[config.mk]
export PLATFORM = sky130hd
export DESIGN_NAME = hilo_div_unit
export DESIGN_NICKNAME = d
export VERILOG_FILES = /design/src/rtl/hilo_div_unit.sv
export SDC_FILE = /design/constraint.sdc
export NUM_CORES = 1
export LEC_CHECK = 0
export CAP_MARGIN = 15
export CELL_PAD_IN_SITES_DETAIL_PLACEMENT = 2
export CELL_PAD_IN_SITES_GLOBAL_PLACEMENT = 2
export CORE_UTILIZATION = 35
export DETAILED_ROUTE_END_ITERATION = 10
export PLACE_DENSITY = 0.8
export REMOVE_ABC_BUFFERS = 1
export SYNTH_ARGS = -nofsm -noshare
export SYNTH_HDL_FRONTEND = slang
export SYNTH_SLANG_ARGS = --single-unit
[constraint.sdc]
create_clock -name clk -period 4.25 [get_ports clk]
set_clock_uncertainty 0.2 [all_clocks]
set_input_delay 0.85 -clock clk [delete_from_list [all_inputs] [get_ports clk]]
set_output_delay 0.85 -clock clk [all_outputs]
set_load 0.02 [all_outputs]
[src/rtl/hilo_div_unit.sv]
`default_nettype none
// ============================================================================
// Module   : hilo_div_unit
// Purpose  : Iterative HI/LO divide unit. Owns the architectural HI/LO
//            registers and services divu, mfhi, mflo, mthi and mtlo.
//            Restoring division retires one quotient bit per cycle.
//            Define DIV_SIGNED_EN to add signed div (funct 26) with a
//            one-cycle sign fix-up state.
// Revision : 1.0 - initial release
// ============================================================================
module hilo_div_unit #(
    parameter int WIDTH = 32,
    parameter int CNT_W = 6
) (
    input  logic             clk,
    input  logic             rst_n,
    input  logic             op_valid,
    input  logic [5:0]       funct,
    input  logic [WIDTH-1:0] rs_data,
    input  logic [WIDTH-1:0] rt_data,
    input  logic             flush,
    output logic [WIDTH-1:0] hilo_rdata,
    output logic             stall,
    output logic             busy,
    output logic             done,
    output logic             div_by_zero
);

    localparam logic [5:0] FUNCT_DIVU = 6'd27;
    localparam logic [5:0] FUNCT_MFHI = 6'd16;
    localparam logic [5:0] FUNCT_MTHI = 6'd17;
    localparam logic [5:0] FUNCT_MFLO = 6'd18;
    localparam logic [5:0] FUNCT_MTLO = 6'd19;
`ifdef DIV_SIGNED_EN
    localparam logic [5:0] FUNCT_DIV  = 6'd26;
`endif

    typedef enum logic [1:0] {
`ifdef DIV_SIGNED_EN
        ST_FIX  = 2'd2,
`endif
        ST_IDLE = 2'd0,
        ST_RUN  = 2'd1
    } state_t;

    state_t             state_q, state_d;
    logic [WIDTH-1:0]   hi_q, hi_d;
    logic [WIDTH-1:0]   lo_q, lo_d;
    logic [WIDTH-1:0]   dvd_q, dvd_d;   // dividend shifting out, quotient shifting in
    logic [WIDTH-1:0]   dsr_q, dsr_d;
    logic [WIDTH-1:0]   rem_q, rem_d;
    logic [CNT_W-1:0]   cnt_q, cnt_d;
    logic               busy_q, busy_d;
    logic               done_q, done_d;
    logic               dbz_q, dbz_d;
`ifdef DIV_SIGNED_EN
    logic               sgn_q, sgn_d;   // current divide is signed
    logic               negq_q, negq_d; // quotient must be negated
    logic               negr_q, negr_d; // remainder must be negated
`endif

    logic               is_divu, is_div, is_mfhi, is_mflo, is_mthi, is_mtlo;
    logic               is_start, hilo_op, in_fix;
    logic [WIDTH:0]     rem_ext;
    logic               rem_ge;
    logic [WIDTH-1:0]   rem_next, quo_next;

    // Instruction decode, stall and HI/LO read port
    always_comb begin
        is_divu = op_valid && (funct == FUNCT_DIVU);
        is_mfhi = op_valid && (funct == FUNCT_MFHI);
        is_mflo = op_valid && (funct == FUNCT_MFLO);
        is_mthi = op_valid && (funct == FUNCT_MTHI);
        is_mtlo = op_valid && (funct == FUNCT_MTLO);
`ifdef DIV_SIGNED_EN
        is_div  = op_valid && (funct == FUNCT_DIV);
        in_fix  = (state_q == ST_FIX);
`else
        is_div  = 1'b0;
        in_fix  = 1'b0;
`endif
        is_start   = is_divu || is_div;
        hilo_op    = is_start || is_mfhi || is_mflo || is_mthi || is_mtlo;
        stall      = hilo_op && (busy_q || in_fix);
        hilo_rdata = is_mfhi ? hi_q : (is_mflo ? lo_q : '0);
    end

    // One restoring-division step; the partial remainder is widened by one bit
    // so the compare never wraps. When the compare succeeds the true difference
    // is below the divisor, so a WIDTH-bit subtraction is exact.
    always_comb begin
        rem_ext  = {rem_q, dvd_q[WIDTH-1]};
        rem_ge   = (rem_ext >= {1'b0, dsr_q});
        rem_next = rem_ge ? (rem_ext[WIDTH-1:0] - dsr_q) : rem_ext[WIDTH-1:0];
        quo_next = {dvd_q[WIDTH-2:0], rem_ge};
    end

    // Next-state: accept, iterate, optional sign fix-up, HI/LO moves
    always_comb begin
        state_d = state_q;
        hi_d    = hi_q;
        lo_d    = lo_q;
        dvd_d   = dvd_q;
        dsr_d   = dsr_q;
        rem_d   = rem_q;
        cnt_d   = cnt_q;
        busy_d  = busy_q;
        done_d  = 1'b0;
        dbz_d   = dbz_q;
`ifdef DIV_SIGNED_EN
        sgn_d   = sgn_q;
        negq_d  = negq_q;
        negr_d  = negr_q;
`endif
        case (state_q)
            ST_IDLE: begin
                if (is_start && !flush) begin
                    state_d = ST_RUN;
                    busy_d  = 1'b1;
                    cnt_d   = CNT_W'(WIDTH - 1);
                    rem_d   = '0;
                    dvd_d   = rs_data;
                    dsr_d   = rt_data;
                    dbz_d   = 1'b0;
`ifdef DIV_SIGNED_EN
                    sgn_d   = is_div;
                    negq_d  = is_div && (rs_data[WIDTH-1] ^ rt_data[WIDTH-1]);
                    negr_d  = is_div && rs_data[WIDTH-1];
                    if (is_div && rs_data[WIDTH-1]) dvd_d = -rs_data;
                    if (is_div && rt_data[WIDTH-1]) dsr_d = -rt_data;
`endif
                end else begin
                    if (is_mthi) hi_d = rs_data;
                    if (is_mtlo) lo_d = rs_data;
                end
            end
            ST_RUN: begin
                if (flush) begin
                    state_d = ST_IDLE;
                    busy_d  = 1'b0;
                end else begin
                    dvd_d = quo_next;
                    rem_d = rem_next;
                    if (cnt_q != '0) begin
                        cnt_d = cnt_q - 1'b1;
                    end else begin
                        busy_d  = 1'b0;
                        state_d = ST_IDLE;
`ifdef DIV_SIGNED_EN
                        if (sgn_q) state_d = ST_FIX;
                        else begin
`else
                        begin
`endif
                            lo_d   = quo_next;
                            hi_d   = rem_next;
                            done_d = 1'b1;
                            dbz_d  = (dsr_q == '0);
                        end
                    end
                end
            end
`ifdef DIV_SIGNED_EN
            // Magnitude result sits in dvd/rem; apply signs unless divisor was 0
            ST_FIX: begin
                state_d = ST_IDLE;
                if (!flush) begin
                    lo_d   = (negq_q && (dsr_q != '0)) ? -dvd_q : dvd_q;
                    hi_d   = (negr_q && (dsr_q != '0)) ? -rem_q : rem_q;
                    done_d = 1'b1;
                    dbz_d  = (dsr_q == '0);
                end
            end
`endif
            default: begin
                state_d = ST_IDLE;
                busy_d  = 1'b0;
            end
        endcase
    end

    // State and architectural registers
    always_ff @(posedge clk or negedge rst_n) begin
        if (!rst_n) begin
            state_q <= ST_IDLE;
            hi_q    <= '0;
            lo_q    <= '0;
            dvd_q   <= '0;
            dsr_q   <= '0;
            rem_q   <= '0;
            cnt_q   <= '0;
            busy_q  <= 1'b0;
            done_q  <= 1'b0;
            dbz_q   <= 1'b0;
`ifdef DIV_SIGNED_EN
            sgn_q   <= 1'b0;
            negq_q  <= 1'b0;
            negr_q  <= 1'b0;
`endif
        end else begin
            state_q <= state_d;
            hi_q    <= hi_d;
            lo_q    <= lo_d;
            dvd_q   <= dvd_d;
            dsr_q   <= dsr_d;
            rem_q   <= rem_d;
            cnt_q   <= cnt_d;
            busy_q  <= busy_d;
            done_q  <= done_d;
            dbz_q   <= dbz_d;
`ifdef DIV_SIGNED_EN
            sgn_q   <= sgn_d;
            negq_q  <= negq_d;
            negr_q  <= negr_d;
`endif
        end
    end

    assign busy        = busy_q;
    assign done        = done_q;
    assign div_by_zero = dbz_q;

endmodule
`default_nettype wire

==> impl_metrics.json <==
{
  "stdcell_area_um2": 11800,
  "rows": 60,
  "pwr-share-clk_pct": 35.0,
  "synth.top_cells.by_count": "dfrtp_1 (169), nand2_1 (144), nor2_1 (132), o21ai_0 (100), a21oi_1 (82)",
  "end_kind": "output port",
  "cts_buffer_depth": 2,
  "insertion_delay_ps": 440,
  "synthXorXnorAreaFrac_pct": 2.81,
  "synth.mux.area_fraction_pct": 7.44,
  "crit_required_ps": 3200,
  "grt_usage_pct": 23.9,
  "fmax_mhz": 253,
  "vdd_drop_max_mv": 0.251,
  "synth-seq-cells": 169,
  "maxCapViolCount": 0,
  "slew_violations": 0,
  "syn_area_um2": 9660,
  "n_antenna_cell": 0,
  "regArea_um2": 4230,
  "synth_ff_type": "dfrtp_1",
  "coreArea_um2": 27000,
  "crit_fanout": 32,
  "start_util_pct": 35.8,
  "nFillCells": 2966,
  "hold_viol": 0,
  "first_pass_iters": 5,
  "antenna_left": 0,
  "p_leak_nw": 5.08,
  "tightest_slew_ps": 763,
  "yosysWarnings": 0,
  "netlist_instances": 1101,
  "grt_pass1_vias": 9222,
  "synth_edf_count": 0,
  "period_share_pct": 93.0,
  "synthArstFlopShare_pct": 100,
  "rsz0062_at_grt": "false",
  "initialDrtViolationCount": 429,
  "synth_top_family_by_area": "compound AO/OA/AOI/OAI gates",
  "cts_sinks": 169,
  "syn_avg_cell_area_um2": 8.78,
  "power_density_nw_per_um2": 400,
  "place.gp.congestion": 0.836,
  "drc_errors": 0,
  "die_h_um": 168,
  "placed_cells": 1503,
  "status": "complete, no violations",
  "layout_min_cycle_time_ps": 3950,
  "dr_total_vias": 8640,
  "dp_hpwl_um": 23200,
  "grt_pass1_wl_um": 52700,
  "ys_types": 62,
  "whs_ps": 205,
  "post_cts_buffers": 0,
  "swShare_pct": 32.2,
  "synth_most_common_cell": "dfrtp_1",
  "synth_top_area_share_pct": 43.8,
  "area_growth_pct": 21.6,
  "ctsHoldBuffers": 0,
  "critPathLaunchType": "primary input",
  "path_clk_slew_ps": 70,
  "power_frac_comb_pct": 21.6,
  "overflow": 0,
  "antenna_found_initial": 2,
  "share_seq_of_total_power_pct": 43.4,
  "synth_top_cell_by_area": "dfrtp_1",
  "ioPinCount": 110,
  "synth_area_leaders": "dfrtp_1 (44%), mux2i_1 (6.9%), nand2_1 (5.6%)",
  "die_area_um2": 28300,
  "worst-r2r-setup-slack_ps": 620,
  "via_per_inst": 5.63,
  "wl_per_cell_um": 21.3,
  "drive_gt1_share_pct": 6.28,
  "final_nets": 1290,
  "grt_max_degree": 74,
  "instances_no_fill": 1535,
  "worstSetupPathType": "in2out",
  "die_w_um": 168,
  "drt-total-wl_um": 32700,
  "slew_headroom_pct": 48.7,
  "seq_area_frac_synth_pct": 43.8,
  "setup-violations-final": 0,
  "cts_tree": "done",
  "hp-class": "in2async",
  "clk_root_buffer_cell": "clkbuf_16",
  "multi_input_comb_area_um2": 5000,
  "intPower_w": 0.00319,
  "arrival_ps": 2900,
  "placed_area_um2": 11200,
  "ctsResizeCount": 0,
  "portBuffers": 109,
  "synth_simple_gate_area_share_pct": 16.8,
  "p_sw_w": 0.00151,
  "synthAdderAreaFrac_pct": 4.61,
  "total_power_w": 0.00470,
  "synth_compound_area_share_pct": 19.8,
  "numCtsBuffers": 17,
  "cts_max_level": 4
}
cell type report:
cell class                      instances  share of cell area [%]
Multi-Input combinational cell        816                    42.5
Sequential cell                       169                    36.0
Timing Repair Buffer                  132                    11.3
Clock buffer                           19                    3.77
Tap cell                              341                    3.63
Inverter                               45                    1.44
Clock inverter                         13                    1.35
worst paths after layout:
| path | startpoint | to | cells past startpoint |
|---|---|---|---|
| worst max-delay path | funct[4] | hilo_rdata[8] | 7 |
| worst min-delay path | rst_n | lo_q[30] | 1 |
| worst max register to register | rem_q[17] | hi_q[19] | 10 |
| worst min register to register | dvd_q[18] | dvd_q[18] | 2 |
| max in group asynchronous | rst_n | dvd_q[19] | 2 |
| min in group clk | dvd_q[18] | dvd_q[18] | 2 |
critical path, stage by stage:
cell and delay (ps):
clkdlybuf4s50_1 450, nor4bb_1 350, buf_4 200, nand2_1 80, buf_12 180, nor2_1 130
clkdlybuf4s50_1 630
power by group through the flow:
stage | clock, W | combinational [W] | sequential, W
floorplan | 0 | 0.000652 | 0.00200
global placement | 0 | 0.000955 | 0.00205
detailed placement | 0 | 0.000998 | 0.00207
CTS | 0.00168 | 0.00102 | 0.00204
global route | 0.00172 | 0.00113 | 0.00207
finish | 0.00164 | 0.00102 | 0.00204
through the flow:
step           util, %  setup TNS (ps)  setup slack [ps]
6_report          43.5               0               298
5_1_grt           43.5               0               206
4_1_cts           43.5               0               280
3_5_place_dp      41.3               0               298
3_3_place_gp      41.3               0               424
2_1_floorplan        -         -114010             -1560
kinds of logic after synthesis:
kind of cell    Yosys count
mux                      71
xor+xnor                 31
simple gates            372
compound gates          307
flops                   169
buf+inv                 116
fa+ha+maj                35
layer usage:
metal | vias to the layer above | global-route usage, % | routed length, µm
met4 | 2 | 6.21 | 461
met3 | 32 | 2.82 | 908
met5 | - | 0 | 8
met2 | 146 | 38.8 | 15100
li1 | 4045 | - | -
met1 | 4415 | 33.8 | 16200
flip-flops by register name (all words and copies together) (netlist names):
| signal | count |
|---|---|
| dvd_q | 32 |
| div_by_zero | 1 |
| busy | 1 |
| done | 1 |
| rem_q | 32 |
| lo_q | 32 |
| dsr_q | 32 |
| cnt_q | 6 |
| hi_q | 32 |
cells in the final DEF (no fill, tap or decap), types with 5 or more instances in the layout:
| cell | n |
|---|---|
| xor2_1 | 9 |
| o21ai_0 | 100 |
| clkdlybuf4s50_1 | 107 |
| and3_1 | 6 |
| nand3_1 | 33 |
| nand4_1 | 13 |
| nor4_1 | 9 |
| a32oi_1 | 7 |
| nor3_1 | 9 |
| xnor2_1 | 22 |
| dfrtp_1 | 168 |
| buf_12 | 5 |
| a21oi_1 | 82 |
| o21ai_1 | 6 |
| a31oi_1 | 11 |
| nor2_1 | 132 |
| nand2_1 | 144 |
| ha_1 | 34 |
| o31ai_2 | 6 |
| inv_1 | 44 |
| a21boi_0 | 16 |
| a21o_1 | 9 |
| mux2i_1 | 67 |
| a221oi_1 | 5 |
| o21a_1 | 8 |
| buf_4 | 18 |
| nor2b_1 | 5 |
| a41oi_1 | 18 |
| o31ai_1 | 14 |
| clkbuf_16 | 17 |
Power figures use the tool's default switching activity.
